File: config.mk
export PLATFORM = sky130hd
export DESIGN_NAME = pipe_chain_flat
export DESIGN_NICKNAME = d
export VERILOG_FILES = /design/src/rtl/pipe_chain_pkg.sv /design/src/rtl/pipe_chain_if.sv /design/src/rtl/pipe_chain_slot.sv /design/src/rtl/pipe_chain.sv /design/src/flat_wrapper.sv
export SDC_FILE = /design/constraint.sdc
export NUM_CORES = 1
export LEC_CHECK = 0
export BUFFER_PORTS_ARGS = -buffer_cell sky130_fd_sc_hd__buf_4
export CORE_MARGIN = 5
export CORE_UTILIZATION = 33
export CTS_BUF_LIST = sky130_fd_sc_hd__clkbuf_8
export DETAILED_ROUTE_END_ITERATION = 16
export PLACE_DENSITY = 0.66
export SLEW_MARGIN = 10
export SYNTH_ARGS = -nofsm -noshare
export SYNTH_HDL_FRONTEND = slang
export SYNTH_SLANG_ARGS = --single-unit
File: constraint.sdc
create_clock -name clk -period 3.6 [get_ports clk]
set_clock_uncertainty 0.2 [all_clocks]
set_input_delay 0.18 -clock clk [delete_from_list [all_inputs] [get_ports clk]]
set_output_delay 0.18 -clock clk [all_outputs]
set_load 0.005 [all_outputs]
File: src/rtl/pipe_chain_pkg.sv
// pipe_chain_pkg: shared widths, the bubble payload and the slot-action
// encoding used by the pipeline-register chain.
//   REG_BUS      default payload width per slot
//   PIPE_CNT_BUS default width of the performance counters
//   BUBBLE_BIT   fill value for a bubble payload (all bits take this value)
//   slot_op_e    what a slot does at the next edge
package pipe_chain_pkg;

  localparam int REG_BUS      = 32;
  localparam int PIPE_CNT_BUS = 16;
  localparam logic BUBBLE_BIT = 1'b0;

  typedef enum logic [1:0] {
    SLOT_LOAD   = 2'd0,
    SLOT_BUBBLE = 2'd1,
    SLOT_HOLD   = 2'd2,
    SLOT_KILL   = 2'd3
  } slot_op_e;

  // Priority: kill beats hold, hold beats bubble, otherwise load.
  function automatic slot_op_e slot_op(input logic flush_hit, input logic hold,
                                       input logic bubble);
    if (flush_hit)   return SLOT_KILL;
    else if (hold)   return SLOT_HOLD;
    else if (bubble) return SLOT_BUBBLE;
    else             return SLOT_LOAD;
  endfunction

  // Flush indices past the last slot behave as "flush everything".
  function automatic int clamp_upto(input int upto, input int stages);
    return (upto >= stages) ? stages - 1 : upto;
  endfunction

endpackage

File: src/rtl/pipe_chain_if.sv
// pipe_chain_if: fetch/control side and slot-output side of the chain.
//   master: drives in_valid/in_data, stall_req, flush, flush_upto;
//           observes in_ready, stg_valid, stg_data, stall_cnt, flush_cnt
//   slave : the chain itself (directions reversed)
// W/STAGES/CNT_W must match the parameters of the pipe_chain it connects to.
interface pipe_chain_if
  import pipe_chain_pkg::*;
#(
  parameter int W      = REG_BUS,
  parameter int STAGES = 4,
  parameter int CNT_W  = PIPE_CNT_BUS
) ();

  localparam int FW = (STAGES > 1) ? $clog2(STAGES) : 1;

  logic                  in_valid;
  logic [W-1:0]          in_data;
  logic                  in_ready;
  logic [STAGES-1:0]     stall_req;
  logic                  flush;
  logic [FW-1:0]         flush_upto;
  logic [STAGES-1:0]     stg_valid;
  logic [STAGES*W-1:0]   stg_data;
  logic [CNT_W-1:0]      stall_cnt;
  logic [CNT_W-1:0]      flush_cnt;

  modport master (
    output in_valid, in_data, stall_req, flush, flush_upto,
    input  in_ready, stg_valid, stg_data, stall_cnt, flush_cnt
  );

  modport slave (
    input  in_valid, in_data, stall_req, flush, flush_upto,
    output in_ready, stg_valid, stg_data, stall_cnt, flush_cnt
  );

endinterface

File: src/rtl/pipe_chain_slot.sv
// pipe_slot: one valid+payload pipeline register.
//   clk, rst   clock and synchronous active-high reset
//   flush_hit  slot is inside the flushed range this cycle
//   hold       this slot or an older one is stalled
//   bubble     the next-younger slot is held, so nothing arrives here
//   d_valid/d_data  predecessor contents
//   q_valid/q_data  registered slot contents
module pipe_slot
  import pipe_chain_pkg::*;
#(
  parameter int W = REG_BUS
) (
  input  logic         clk,
  input  logic         rst,
  input  logic         flush_hit,
  input  logic         hold,
  input  logic         bubble,
  input  logic         d_valid,
  input  logic [W-1:0] d_data,
  output logic         q_valid,
  output logic [W-1:0] q_data
);

  slot_op_e op;

  always_comb begin
    op = slot_op(flush_hit, hold, bubble);
  end

  // A killed slot keeps its stale payload; only the valid bit is cleared.
  always_ff @(posedge clk) begin
    if (rst) begin
      q_valid <= 1'b0;
      q_data  <= '0;
    end else begin
      case (op)
        SLOT_KILL: begin
          q_valid <= 1'b0;
        end
        SLOT_HOLD: begin
          q_valid <= q_valid;
          q_data  <= q_data;
        end
        SLOT_BUBBLE: begin
          q_valid <= 1'b0;
          q_data  <= {W{BUBBLE_BIT}};
        end
        default: begin
          q_valid <= d_valid;
          q_data  <= d_data;
        end
      endcase
    end
  end

endmodule

File: src/rtl/pipe_chain.sv
// pipe_chain: STAGES-deep pipeline-register chain with per-slot stall,
// bubble insertion, partial flush, an input handshake and saturating
// stall/flush cycle counters.
//   clk, rst  clock and synchronous active-high reset
//   bus       pipe_chain_if slave: in_valid/in_data/in_ready handshake,
//             stall_req, flush, flush_upto, stg_valid, stg_data
//             (slot i at [i*W +: W]), stall_cnt, flush_cnt
// Slot 0 is youngest; slot STAGES-1 is the write-back output.
module pipe_chain
  import pipe_chain_pkg::*;
#(
  parameter int W      = REG_BUS,
  parameter int STAGES = 4,
  parameter int CNT_W  = PIPE_CNT_BUS
) (
  input logic         clk,
  input logic         rst,
  pipe_chain_if.slave bus
);

  localparam int FW = (STAGES > 1) ? $clog2(STAGES) : 1;

  logic [STAGES-1:0]        hold;
  logic [STAGES-1:0]        flush_hit;
  logic [STAGES-1:0]        slot_valid;
  logic [STAGES-1:0][W-1:0] slot_data;
  logic [FW-1:0]            upto_c;
  logic [CNT_W-1:0]         stall_cnt_q;
  logic [CNT_W-1:0]         flush_cnt_q;

  always_comb begin
    upto_c = FW'(clamp_upto(int'(bus.flush_upto), STAGES));
  end

  for (genvar i = 0; i < STAGES; i++) begin : g_slot
    logic         d_valid;
    logic [W-1:0] d_data;
    logic         bubble;

    // A stall anywhere at or above slot i freezes slot i.
    assign hold[i]      = |bus.stall_req[STAGES-1:i];
    assign flush_hit[i] = bus.flush && (upto_c >= FW'(i));

    if (i == 0) begin : g_head
      assign d_valid = bus.in_valid;
      assign d_data  = bus.in_data;
      assign bubble  = 1'b0;
    end else begin : g_body
      assign d_valid = slot_valid[i-1];
      assign d_data  = slot_data[i-1];
      assign bubble  = hold[i-1];
    end

    pipe_slot #(.W(W)) u_slot (
      .clk       (clk),
      .rst       (rst),
      .flush_hit (flush_hit[i]),
      .hold      (hold[i]),
      .bubble    (bubble),
      .d_valid   (d_valid),
      .d_data    (d_data),
      .q_valid   (slot_valid[i]),
      .q_data    (slot_data[i])
    );
  end

  // During a flush slot 0 is always killed, so the input is taken and dropped.
  assign bus.in_ready  = !hold[0] || bus.flush;
  assign bus.stg_valid = slot_valid;
  assign bus.stg_data  = slot_data;
  assign bus.stall_cnt = stall_cnt_q;
  assign bus.flush_cnt = flush_cnt_q;

  // Both counters stick at all-ones instead of wrapping.
  always_ff @(posedge clk) begin
    if (rst) begin
      stall_cnt_q <= '0;
      flush_cnt_q <= '0;
    end else begin
      if ((|bus.stall_req) && !bus.flush && (stall_cnt_q != '1)) begin
        stall_cnt_q <= stall_cnt_q + 1'b1;
      end
      if (bus.flush && (flush_cnt_q != '1)) begin
        flush_cnt_q <= flush_cnt_q + 1'b1;
      end
    end
  end

endmodule

File: src/flat_wrapper.sv
// flat-port wrapper written by rule: the top's interface ports become plain ports
module pipe_chain_flat import pipe_chain_pkg::*;
#(
  parameter int W      = REG_BUS,
  parameter int STAGES = 4,
  parameter int CNT_W  = PIPE_CNT_BUS
)
  (clk, rst, bus_in_valid, bus_in_data, bus_stall_req, bus_flush, bus_flush_upto, bus_in_ready, bus_stg_valid, bus_stg_data, bus_stall_cnt, bus_flush_cnt);
  pipe_chain_if #(.W(W), .STAGES(STAGES), .CNT_W(CNT_W)) bus_i ();
  input logic clk;
  input logic rst;
  input wire logic [$bits(bus_i.in_valid)-1:0] bus_in_valid;
  input wire logic [$bits(bus_i.in_data)-1:0] bus_in_data;
  input wire logic [$bits(bus_i.stall_req)-1:0] bus_stall_req;
  input wire logic [$bits(bus_i.flush)-1:0] bus_flush;
  input wire logic [$bits(bus_i.flush_upto)-1:0] bus_flush_upto;
  output wire logic [$bits(bus_i.in_ready)-1:0] bus_in_ready;
  output wire logic [$bits(bus_i.stg_valid)-1:0] bus_stg_valid;
  output wire logic [$bits(bus_i.stg_data)-1:0] bus_stg_data;
  output wire logic [$bits(bus_i.stall_cnt)-1:0] bus_stall_cnt;
  output wire logic [$bits(bus_i.flush_cnt)-1:0] bus_flush_cnt;
  assign bus_i.in_valid = bus_in_valid;
  assign bus_i.in_data = bus_in_data;
  assign bus_i.stall_req = bus_stall_req;
  assign bus_i.flush = bus_flush;
  assign bus_i.flush_upto = bus_flush_upto;
  assign bus_in_ready = bus_i.in_ready;
  assign bus_stg_valid = bus_i.stg_valid;
  assign bus_stg_data = bus_i.stg_data;
  assign bus_stall_cnt = bus_i.stall_cnt;
  assign bus_flush_cnt = bus_i.flush_cnt;
  pipe_chain #(.W(W), .STAGES(STAGES), .CNT_W(CNT_W)) u_core (.clk(clk), .rst(rst), .bus(bus_i));
endmodule
==> results of run 1 <==
[cells in the mapped netlist, types with 7 or more instances]
cell type and number:
dfxtp_1 164, nand2_1 114, a21oi_1 81, nor2_1 79, a22oi_1 60, clkbuf_1 47
nand3b_1 32, or4_1 11, nand4_1 10, mux2_2 9, nor3_1 9, nor2b_1 8
or3_1 8, a211oi_1 7, inv_1 7, o21ai_0 7, o31ai_1 7
[where the power goes]
group / internal, mW / switching [mW]
registers: 1.82 / 0.0107
logic: 0.0971 / 0.124
clock network: 0.616 / 0.720
[repair_timing]
item,in CTS,in global routing
endpoints found under the setup margin,0,0
hold buffers,47,0
endpoints found under the hold margin,54,0
[area by class of cell]
class,instances,area (sq um)
inverters,7,26.3
repair buffers,264,2100
multi-input cells,492,2780
fillers,1797,9890
flip-flops and latches,164,3280
well taps,234,293
clock buffers,20,275
clock inverters,12,120
[worst reg2reg max path, cell delays in order, from the launching register on]
cell     delay (ps)
dfxtp_1         420
ha_1            240
nand4_1         220
nor3_1          710
a21oi_1         220
mux2_2          320
[registers in the layout (all words and copies together), names as in the netlist]
name	flops
u_core.g_slot.u_slot.q_data	128
u_core.g_slot.u_slot.q_valid	4
u_core.bus.flush_cnt	16
u_core.bus.stall_cnt	16
[metal layers]
| layer | track usage | vias to the layer above |
|---|---|---|
| met2 | 0.287 | 171 |
| met5 | 0 | - |
| met4 | 0.0467 | 0 |
| met3 | 0.0548 | 20 |
| met1 | 0.241 | 2870 |
| li1 | - | 3006 |
[path summary, 6_finish.rpt]
path | endpoint | start | cells after the start | slack, ps
worst min-delay path | u_core.g_slot[1].u_slot.q_data[17] | bus_stall_req[0] | 3 | 80
worst max-delay path | u_core.g_slot[0].u_slot.q_data[2] | bus_stall_req[3] | 8 | 950
worst max register to register | u_core.bus.stall_cnt[0] | u_core.bus.stall_cnt[0] | 5 | 1160
worst min register to register | u_core.g_slot[1].u_slot.q_data[12] | u_core.g_slot[1].u_slot.q_data[12] | 2 | 270
[stage by stage]
step	util	setup slack, ps	hold slack, ps	instance area (sq um)
after floorplan	-	1480	95.8	6290
after global placement	0.427	1170	227	8010
after detailed placement	0.427	1200	234	8010
after CTS	0.473	994	51.5	8870
after global routing	0.473	862	76.9	8870
final	0.473	947	77.9	8870
[cells by family (layout without fill, tap and decap cells)]
family	Yosys count	count (layout)
AND/OR/NAND/NOR	297	297
AO/OA/AOI/OAI	179	179
flip-flops	164	164
buffers and inverters	64	303
multiplexers	12	12
adder cells (fa/ha/maj)	2	2
XOR/XNOR	2	2
==> metrics.cfg, run 1 <==
[run_status]
run_status=finished, final reports clean

[drt]
first_pass_iters=5
drtAntennaViolNets=0
vias_per_cell=5.09
top_layer=met4
wl_met2_um=9420
vias=6067
routedWlPerCell_um=16.9
initialDrtViolationCount=356
wl_met3_um=1440
finalWirelength_um=20100
wirelength_met1_um=8980
drc=0

[floorplanning]
num_rows=50
chipWidth_um=148
pin_count=207
core_area_sq_mm=0.0188
start_util=0.335
die_area_sq_mm=0.0219
die_height_um=148

[critical_path]
path_cells=dlygate4sd3_1 > buf_4 > or3_1 > or3_1 > buf_4 > nand2_1 > a21oi_1 > dlygate4sd3_1
crit_path_end_kind=flip-flop
cp_slowest_cell=dlygate4sd3_1
cp_top_family=buffers and inverters
required_ps=3730
path_max_fanout=32
crit_type=input port to flip-flop
setup.worst_path.start_class=input port
path_buf_inv=4
cp_slowest_stage_delay_ps=570
crit_arrival_ps=2790

[yosys]
syn_area_sq_mm=0.00629
async_flop_share=0
yosys_most_used_dff=dfxtp_1
yosysTopAreaCellShare=0.522
synth_top_family_by_area=simple AND/OR/NAND/NOR gates
ys_seq_area_frac=0.522
synth-edff-count=0
syn_nets=764
postSynthAreaPerCell_sq_um=8.74
yosys_warnings=0
netlist_instances=720
synth_simple_gate_area_frac=0.227
synth_seq_cells=164
synth_compound_area_frac=0.182
synthXorXnorAreaFrac=0.00278
synth_fa_ha_area_frac=0.00398
synth_area_leader_cell=dfxtp_1
synthDistinctLibCells=42
synth_area_leaders=dfxtp_1 52%, a22oi_1 7.2%, nand2_1 6.8%
yosys-mux-area-fraction=0.0209

[finish]
nets=990
area_growth_pct=41.1
layout_commonest_cell=buf_4
final_cell_mix=217 x buf_4, 164 x dfxtp_1, 114 x nand2_1
stdcell_count=1193
diodes=0
drive_gt1_frac=0.281

[clocking]
cts_max_path_buffers=2
post_cts_resized=0
cts_htree_levels=4
clk_latency_ps=450
tritoncts=yes
cts_buffers=17
cts_sinks=164
clkTransAtPathRegs_ps=100
cts-root-buf=clkbuf_8
cts_setup_buffers=0

[sta]
layout_min_cycle_time_ps=2650
tns_ps=0
relSlewSlack=0.403
min_period_over_period=0.737
rsz0062_at_grt=false
worst_pin_slew_ps=894
hold_violations=0
setup_violations=0
fmax_ghz=0.377
drv_slew=0

[global_routing]
antenna_found_initial=0
grt_first_pass_wirelength_um=31700
grt_pass1_vias=5636
track_usage=0.181
grt_start_max_net_pins=66
grt_overflow=0

[power]
peakVddDrop_mv=0.195
power_density_mw_per_mm2=382
p_leak_nw=3.48
fin_total_pwr_mw=3.39

[placement]
place.gp.congestion=0.861
port_buffers=206
place_hpwl_um=13500
dpl.cell_count=1114

[flow_run]
maxCapViolations=0

[hold_path]
min_path_type=input port to flip-flop

Power figures use the tool's default switching activity.
==> inputs of run 2 (changes only) <==
Clock period 3.6 ns to 2.6 ns, I/O delays scaled along.
==> metrics.cfg, run 2 (synthesized netlist as in run 1, its figures left out) <==
[global_routing]
grt_pass1_vias=5841  ; +3.6%
grt_start_max_net_pins=60  ; -9.1%
grt_first_pass_wirelength_um=31900  ; +0.76%
antenna_found_initial=1  ; +1
track_usage=0.180  ; -0.000474
grt_overflow=0  ; unchanged

[finish]
regMostFlops=u_core.g_slot.u_slot.q_data
nets=991  ; +0.10%
fillerInstances=1821  ; +1.3%
area_growth_pct=41.3
final_cell_mix=220 x buf_4, 164 x dfxtp_1, 114 x nand2_1
largest_register_ffs=128  ; unchanged
diodes=0  ; unchanged
drive_gt1_frac=0.284  ; +0.00387
final_util=0.474  ; +0.000733
layout_commonest_cell=buf_4
stdcell_count=1194  ; +0.084%

[hold_path]
min_from=bus_stall_req[2]
min_path_type=input port to flip-flop
min_path_cells=5  ; +2

[clocking]
tritoncts=yes
cts_htree_levels=4  ; unchanged
cts_sinks=164  ; unchanged
cts-root-buf=clkbuf_8
cts_buffers=17  ; unchanged
cts_max_path_buffers=2  ; unchanged
clk_latency_ps=450  ; about the same
clkTransAtPathRegs_ps=100  ; about the same

[sta]
fmax_ghz=0.403
layout_min_cycle_time_ps=2480
min_period_over_period=0.954
relSlewSlack=0.468  ; +0.0651
hold_violations=0  ; unchanged
worst_pin_slew_ps=799  ; -95.6 ps
setup_violations=0  ; unchanged
rsz0062_at_grt=false
holdWs_ps=131  ; +53.1 ps
tns_ps=0  ; unchanged
drv_slew=0  ; unchanged

[critical_path]
crit_type=input port to flip-flop
startpoint=bus_stall_req[3]
rrSetupSlack_ps=320  ; -840 ps
path_max_fanout=33  ; +3.1%
reg2reg_depth=4  ; -1
r2r-start=u_core.bus.stall_cnt[2]
r2r-end=u_core.bus.stall_cnt[11]
crit_path_end_kind=flip-flop
setup.worst_path.start_class=input port
endpoint=u_core.g_slot[0].u_slot.q_valid
crit_arrival_ps=2680  ; -110 ps
required_ps=2800  ; -930 ps

[floorplanning]
chipWidth_um=148  ; unchanged
num_rows=50  ; unchanged
die_area_sq_mm=0.0219  ; unchanged
pin_count=207  ; unchanged
die_height_um=148  ; unchanged
core_area_sq_mm=0.0188  ; unchanged
start_util=0.335  ; unchanged

[placement]
place.gp.congestion=0.866  ; +0.59%
place_hpwl_um=13500  ; -0.18%
dpl.cell_count=1118  ; +0.36%
port_buffers=206  ; unchanged

[drt]
vias=6018  ; -0.81%
finalWirelength_um=20000  ; -0.38%
initialDrtViolationCount=310  ; -13%
vias_per_cell=5.04  ; -0.89%
drc=0  ; unchanged
first_pass_iters=5  ; unchanged
drtAntennaViolNets=0  ; unchanged
routedWlPerCell_um=16.8  ; -0.46%

[power]
power_density_mw_per_mm2=525  ; +37%
fin_total_pwr_mw=4.67  ; +38%
p_leak_nw=3.48  ; about the same
peakVddDrop_mv=0.307  ; +58%

[flow_run]
maxCapViolations=0  ; unchanged

[run_status]
run_status=finished, final reports clean

==> run 2: critical path: stages <==
cell,delay [ps]
dlygate4sd3_1,570
buf_4,180
or3_1,500
nor3_2,150
buf_4,390
a22oi_1,120
nor2_1,100
dlygate4sd3_1,540
==> run 2: through the flow <==
| step | worst slack (ps) | cell area, sq um |
|---|---|---|
| 6_report | 119 | 8890 |
| 5_1_grt | 30.3 | 8890 |
| 4_1_cts | 157 | 8890 |
| 3_5_place_dp | 358 | 8050 |
| 3_3_place_gp | 430 | 8050 |
| 2_1_floorplan | 484 | 6290 |
==> run 2: cell type report <==
cell class              count  area [sq um]  share of cell area
flip-flops and latches    164          3280               0.369
multi-input cells         492          2780               0.312
repair buffers            265          2110               0.238
well taps                 234           293              0.0329
clock buffers              17           234              0.0263
clock inverters            15           163              0.0183
inverters                   7          26.3             0.00296
==> run 2: worst min-delay path by stage <==
stage	end	slack, ps
after global placement	u_core.g_slot[0].u_slot.q_data[22]	180
after detailed placement	u_core.g_slot[0].u_slot.q_data[8]	190
after global routing	u_core.g_slot[3].u_slot.q_data[26]	110
final	u_core.g_slot[3].u_slot.q_data[0]	130
after CTS	u_core.g_slot[3].u_slot.q_data[0]	80
after floorplan	u_core.g_slot[2].u_slot.q_valid	50
==> run 2: metal layers <==
metal | up-vias | share of wire | global-route usage
li1 | 3004 | - | -
met1 | 2815 | 0.44 | 0.230
met2 | 177 | 0.47 | 0.299
met3 | 20 | 0.071 | 0.0539
met4 | 2 | 0.012 | 0.0467
met5 | - | 0.00065 | 0
==> run 2: timing repair <==
action,CTS,global route
gates resized for setup,0,0
setup buffers,0,0
endpoints found under the hold margin,55,0
hold buffers,44,0
==> run 2: power breakdown <==
| part | leakage, nW | internal, mW | switching [mW] |
|---|---|---|---|
| sequential | 1.32 | 2.52 | 0.0139 |
| combinational | 1.96 | 0.136 | 0.172 |
| clock | 0.197 | 0.724 | 1.10 |
